### src/rtl/lfsr16_1002d.sv
// ---------------------------------------------------------------------------
// Module   : lfsr16_1002d
// Brief    : 8-bit maximal-length Fibonacci LFSR (x^8+x^6+x^5+x^4+1) with
//            step enable and synchronous seed load. Optional macro
//            LFSR_ZERO_GUARD_EN steers the all-zero lock-up state to 8'h01.
// Revision : 1.0 - initial release
// ---------------------------------------------------------------------------
`default_nettype none

module lfsr16_1002d (
  input  logic       clk,
  input  logic       i_rst,
  input  logic       i_valid,
  input  logic       i_soft_reset,
  input  logic [7:0] i_seed,
  output logic [7:0] LFSR
);

  localparam logic [7:0] C_RESET_STATE = 8'h01;

  logic [7:0] lfsr_q;
  logic [7:0] lfsr_d;
  logic       w_fb;
  logic [7:0] w_step;
  logic [7:0] w_seed;

  assign w_fb   = lfsr_q[7] ^ lfsr_q[5] ^ lfsr_q[4] ^ lfsr_q[3];
  assign w_step = {lfsr_q[6:0], w_fb};

`ifdef LFSR_ZERO_GUARD_EN
  assign w_seed = (i_seed == 8'h00) ? C_RESET_STATE : i_seed;
`else
  assign w_seed = i_seed;
`endif

  // Seed load outranks stepping; i_valid is ignored on a load cycle.
  always_comb begin
    lfsr_d = lfsr_q;
    if (i_soft_reset) begin
      lfsr_d = w_seed;
`ifdef LFSR_ZERO_GUARD_EN
    end else if (lfsr_q == 8'h00) begin
      lfsr_d = C_RESET_STATE;
`endif
    end else if (i_valid) begin
      lfsr_d = w_step;
    end
  end

  always_ff @(posedge clk or posedge i_rst) begin
    if (i_rst) begin
      lfsr_q <= C_RESET_STATE;
    end else begin
      lfsr_q <= lfsr_d;
    end
  end

  assign LFSR = lfsr_q;

endmodule

`default_nettype wire

### config.mk
export PLATFORM = sky130hd
export DESIGN_NAME = lfsr16_1002d
export DESIGN_NICKNAME = d
export VERILOG_FILES = /design/src/rtl/lfsr16_1002d.sv
export SDC_FILE = /design/constraint.sdc
export NUM_CORES = 1
export LEC_CHECK = 0
export CORE_AREA = 2 2 39 41
export CTS_CLUSTER_SIZE = 16
export DETAILED_ROUTE_END_ITERATION = 6
export DIE_AREA = 0 0 41 43
export HOLD_SLACK_MARGIN = 0.05
export SYNTH_ARGS = -nofsm -noshare
export SYNTH_HDL_FRONTEND = slang
export SYNTH_SLANG_ARGS = --single-unit
### constraint.sdc
create_clock -name clk -period 1.33 [get_ports clk]
set_clock_uncertainty 0.15 [all_clocks]
set_input_delay 0.266 -clock clk [delete_from_list [all_inputs] [get_ports clk]]
set_output_delay 0.266 -clock clk [all_outputs]
set_load 0.03 [all_outputs]
==> impl_metrics.toml <==
[run_status]
outcome = "completed"

[synth]
synth.area.top_cells = "dfrtp_1 44%, mux2i_1 18%, o21ai_0 8.8%"
synth_ff_type = "dfrtp_1"
ys_types = 14
synth_area_sq_um = 399
async_flop_share_pct = 100
avgSynthCellArea_sq_um = 10.2
synth_cells = 39
ys_ff_latch = 8
synth_top_area_cell = "dfrtp_1"
synth_top_area_share_pct = 43.9
synth-edff-count = 0
ys_seq_area_share_pct = 50.5
synth_nets = 51
synthTopCellsByCount = "7 x dfrtp_1, 7 x mux2i_1, 7 x nand2_1, 7 x o21ai_0, 2 x xor2_1"
yosys_warnings = 0

[cells_and_area]
fillers = 140
nNetsFinal = 77
fin_cells = 80
drive_gt1_share_pct = 25.0
syn2layout_area_growth_pct = 62.7
largest_register_ffs = 8
insertedDiodeCount = 0

[clock_tree]
cts.sinks = 8
clock_latency_ns = 0.25
htreeDepth = 1
cts_tree = "built"
clk_pin_slew_worst_paths_ns = 0.06
postCtsHoldBufs = 0
cts-root-buf = "clkbuf_4"
cts_buffer_depth = 2
cts_made_buffers = 3

[global_route]
overflow = 0
antenna_found_initial = 0
grt_max_degree = 10
grt_pass1_wl_mm = 1.24
grt_pass1_vias = 325
grt_usage_pct = 10.2

[routing]
vias_per_cell = 4.35
drc = 0
postRouteAntennaNets = 0
wl_per_cell_um = 10.2
wl_um = 818
vias = 348
first_iter_violations = 3
dr.pass1.iters = 2

[floorplan]
initial_core_util_pct = 28.8
die_w_um = 41
rows = 14
core_area_sq_mm = 0.00138
die_h_um = 43
io_pins = 20
dieArea_sq_mm = 0.00176

[worst_setup_path]
cp.arrival_ns = 0.90
critical_path_required_ns = 0.91
timing.rr.start = "LFSR[0]"
cp_slowest_stage_delay_ns = 0.53
cp_max_fo = 2
crit_buf_inv = 1
cp-start-kind = "register"
cp_slowest_cell = "dfstp_2"
startpoint = "LFSR[0]"
critical_path.top_delay_family = "flip-flops"
endpoint_kind = "output port"
criticalPathCategory = "register to output port"
cp_cell_sequence = "buf_6"

[power]
p_leak_nw = 0.307
power_density_mw_per_mm2 = 1130
p_comb_share_pct = 32.0
seqPwrFrac_pct = 41.2
power_w = 0.000731
irDropWorstVdd_mv = 0.451
p_sw_w = 0.000222
cell_internal_pwr_w = 0.000509
p_clk_share_pct = 26.8
p_sw_share_pct = 30.3

[placed_design]
numPortBuffers = 19
hpwl_um = 652
place_ws_ns = -0.145
gp_congestion = 0.744
place_inst = 75

[timing]
rsz0062_at_grt = "yes"
worstMarginPinSlew_ns = 0.318
finalSetupViolations = 0
fin_crit_sh_pct = 98.8
hold_violations = 0
maxSlewHeadroom_pct = 78.8
clock.fmax_mhz = 761
fin_ws_ns = 0.0164
drv_slew = 0
period_minus_slack_ns = 1.31

[hold_path]
hp-class = "input port to asynchronous set/reset pin"

[job]
cap_violations = 0
[cell usage in the layout, fill, tap and decap left out, drive strengths merged]
cell type / netlist / final
a21oi: 1 / 1
buf: 2 / 12
clkbuf: 0 / 4
clkdlybuf4s50: 0 / 11
dfrtp: 7 / 7
dfstp: 1 / 1
inv: 1 / 1
mux2i: 7 / 7
nand2: 7 / 7
nand2b: 1 / 1
nor3b: 1 / 1
o21ai: 8 / 8
xnor2: 1 / 1
xor2: 2 / 2
[repair_timing]
| action | CTS | global route |
|---|---|---|
| pin swaps | 0 | 0 |
| gates resized for setup | 1 | 0 |
| setup buffers | 1 | 0 |
| endpoints found under the hold margin | 0 | 0 |
| setup endpoints to repair | 1 | 1 |
[stage by stage]
step	hold slack [ns]	util, %	area (sq um)	TNS [ns]
finish	0.116	46.9	649	0
global route	0.155	46.9	649	-0.00964
CTS	0.128	46.9	649	0
detailed placement	0.396	44.2	612	-0.976
global placement	0.387	44.2	612	-0.951
floorplan	-0.0691	-	399	0
[final timing paths]
path	cells past startpoint	endpoint	slack (ns)
min	2	LFSR[6]	0.12
max reg2reg	4	LFSR[0]	0.16
max in group asynchronous	2	LFSR[0]	0.62
min in group clk	3	LFSR[6]	0.43
max	1	LFSR[0]	0.02
min reg2reg	2	LFSR[3]	0.45
[area by class of cell]
| cell class | instances | area, sq um | share of cell area (%) |
|---|---|---|---|
| Timing Repair Buffer | 23 | 216 | 33.3 |
| Sequential cell | 8 | 201 | 31.0 |
| Multi-Input combinational cell | 28 | 181 | 27.9 |
| Clock buffer | 4 | 26.3 | 4.05 |
| Tap cell | 16 | 20.0 | 3.08 |
| Inverter | 1 | 3.75 | 0.578 |
[power by group through the flow]
stage / clock network [W] / registers (W) / logic (W)
after floorplan: 0 / 0.000358 / 0.0000705
after global placement: 0 / 0.000306 / 0.000224
after detailed placement: 0 / 0.000307 / 0.000225
after CTS: 0.000201 / 0.000302 / 0.000237
after global routing: 0.000212 / 0.000306 / 0.000252
final: 0.000196 / 0.000301 / 0.000234
[cell families (layout without fill, tap and decap cells)]
family | count (synthesis) | in the layout | share of synthesized area, %
multiplexers | 7 | 7 | 17.6
AO/OA/AOI/OAI | 9 | 9 | 11.3
AND/OR/NAND/NOR | 9 | 9 | 10.0
XOR/XNOR | 3 | 3 | 6.58
flip-flops | 8 | 8 | 50.5
buffers and inverters | 3 | 28 | 4.07
[routing by layer]
metal  GRT usage, %  wire length, um  up-vias
met3           1.57               45        2
met4           6.00                8        0
met5              0                0        -
met2           15.6              397        9
met1           12.9              365      156
li1               -                -      181
No activity file was read; power rests on OpenSTA's default activity.
==> RTL edit (config.mk and constraints unchanged) <==
Register the output `LFSR` once more, cleared by the reset; this adds one clock of latency there.
--- a/src/rtl/lfsr16_1002d.sv
+++ b/src/rtl/lfsr16_1002d.sv
@@ -57,3 +57,9 @@
 
-  assign LFSR = lfsr_q;
+  always_ff @(posedge clk or posedge i_rst) begin
+    if (i_rst) begin
+      LFSR <= '0;
+    end else begin
+      LFSR <= lfsr_q;
+    end
+  end
 
Function: changed (a bounded check fails within 4 cycles, from zero or initial values and one cycle with i_rst high).
==> RTL edit against the original RTL <==
- wire length rose by 31%
- sequential cell count up 8
- worst setup slack gained 0.079 ns
- synthesized cell count up 21%
- final area grew 31%
- power up 46%
- synthesized area up 50%
- hold slack improved by 0.0012 ns
- critical path type unchanged
- largest cell class is now sequential cells
- largest power group unchanged
- highest routed layer is now met3
==> RTL edit: results <==
set metrics [dict create \
    via_count_of_the_first_global_routing_pass 411 \
    clock_insertion_delay_worst_skew_ns 0.28 \
    clock_tree.root_cell "sky130_fd_sc_hd__clkbuf_4" \
    gp_congestion 0.674 \
    critical_path_arrival_ns 0.82 \
    async_flop_share_pct 100 \
    final_layout_size_suffix_gt1_share_pct 23.3 \
    drt_pre_antenna_iters 3 \
    ys_seq_area_share_pct 67.0 \
    synth_cell_types 14 \
    nNetsFinal 86 \
    post-cts-setup-buffers 0 \
    worst_path_dominant_cell_family "flip-flops" \
    synthesis.yosys.warnings 0 \
    synth_top_cells_by_area "sky130_fd_sc_hd__dfrtp_1, sky130_fd_sc_hd__mux2i_1, sky130_fd_sc_hd__o21ai_0, sky130_fd_sc_hd__dfstp_2, sky130_fd_sc_hd__nand2_1" \
    synth_area_um2 599 \
    wl_per_cell_um 12.1 \
    track_usage_pct 15.3 \
    cpPeakStageDelay_ns 0.38 \
    status "completed" \
    antenna-diode-count 0 \
    relSlewSlack_pct 88.1 \
    htree_levels 1 \
    cp_slowest_cell "sky130_fd_sc_hd__dfrtp_1" \
    antenna_found_initial 0 \
    dp_hpwl_um 794 \
    clkTransAtPathRegs_ns 0.09 \
    grt_first_pass_wirelength_um 1790 \
    initialDrtViolationCount 3 \
    tritoncts.num_buffers 3 \
    postSynth.topFlopCell "sky130_fd_sc_hd__dfrtp_1" \
    worstHoldPathType "in2async" \
    grt_max_degree 11 \
    cts_resizes 0 \
    largest_registers "LFSR: 8 flops, lfsr_q: 8 flops" \
    post-place-ws_ns -0.143 \
    drt-vias-per-instance 4.78 \
    dpl_cell_area_um2 827 \
    mostFrequentLayoutCell "sky130_fd_sc_hd__dfrtp_1" \
    worst-path-max-fanout 1 \
    worst_ir_drop_vdd_mv 0.698 \
    num-fill-cells 109 \
    synth.top_cells.by_count "sky130_fd_sc_hd__dfrtp_1, sky130_fd_sc_hd__mux2i_1, sky130_fd_sc_hd__nand2_1, sky130_fd_sc_hd__o21ai_0, sky130_fd_sc_hd__xor2_1" \
    ctsLongestPathBuffers 2 \
    place.port_buffers 19 \
    power.static_leakage_nw 0.408 \
    mappedNetlistNets 59 \
]
==> RTL edit: logic make-up after synthesis <==
group | Yosys count | share of synthesized area (%)
flip-flops | 16 | 67.0
AO/OA/AOI/OAI | 9 | 7.51
AND/OR/NAND/NOR | 9 | 6.68
multiplexers | 7 | 11.7
XOR/XNOR | 3 | 4.38
buffers and inverters | 3 | 2.71
==> RTL edit: cell type report <==
type,instances,area [um^2],area share (%)
Sequential cell,16,402,47.1
Timing Repair Buffer,24,220,25.8
Multi-Input combinational cell,28,181,21.3
Clock buffer,4,26.3,3.08
Tap cell,16,20.0,2.35
Inverter,1,3.75,0.440
==> RTL edit: path summary, 6_finish.rpt <==
path                           start  cells after the start  slack, ns   endpoint
max in group asynchronous      i_rst                      3       0.70  lfsr_q[0]
setup reg to reg           lfsr_q[5]                      3       0.25  lfsr_q[0]
setup / recovery             LFSR[6]                      1        0.1    LFSR[6]
hold reg to reg            lfsr_q[2]                      0       0.26    LFSR[2]
hold / removal                 i_rst                      3       0.12    LFSR[7]
min in group clk           lfsr_q[2]                      0       0.26    LFSR[2]
==> RTL edit: metrics by stage <==
stage / instances / hold slack [ns]
floorplan: 47 / 0.0290
global placement: 85 / 0.240
detailed placement: 85 / 0.248
CTS: 89 / 0.109
global route: 89 / 0.156
finish: 89 / 0.118
==> RTL edit: per-layer routing <==
layer,vias up,share of wire (%),GRT usage (%)
met5,-,0,0
met4,0,0,8.00
met3,0,5.3,3.14
met2,11,49,22.5
met1,204,45,20.3
li1,210,-,-
==> RTL edit: power breakdown <==
part / leakage [nW] / switching [mW] / internal [mW]
combinational: 0.200 / 0.119 / 0.115
sequential: 0.193 / 0.0331 / 0.545
clock: 0.0150 / 0.142 / 0.116
total: 0.408 / 0.294 / 0.776
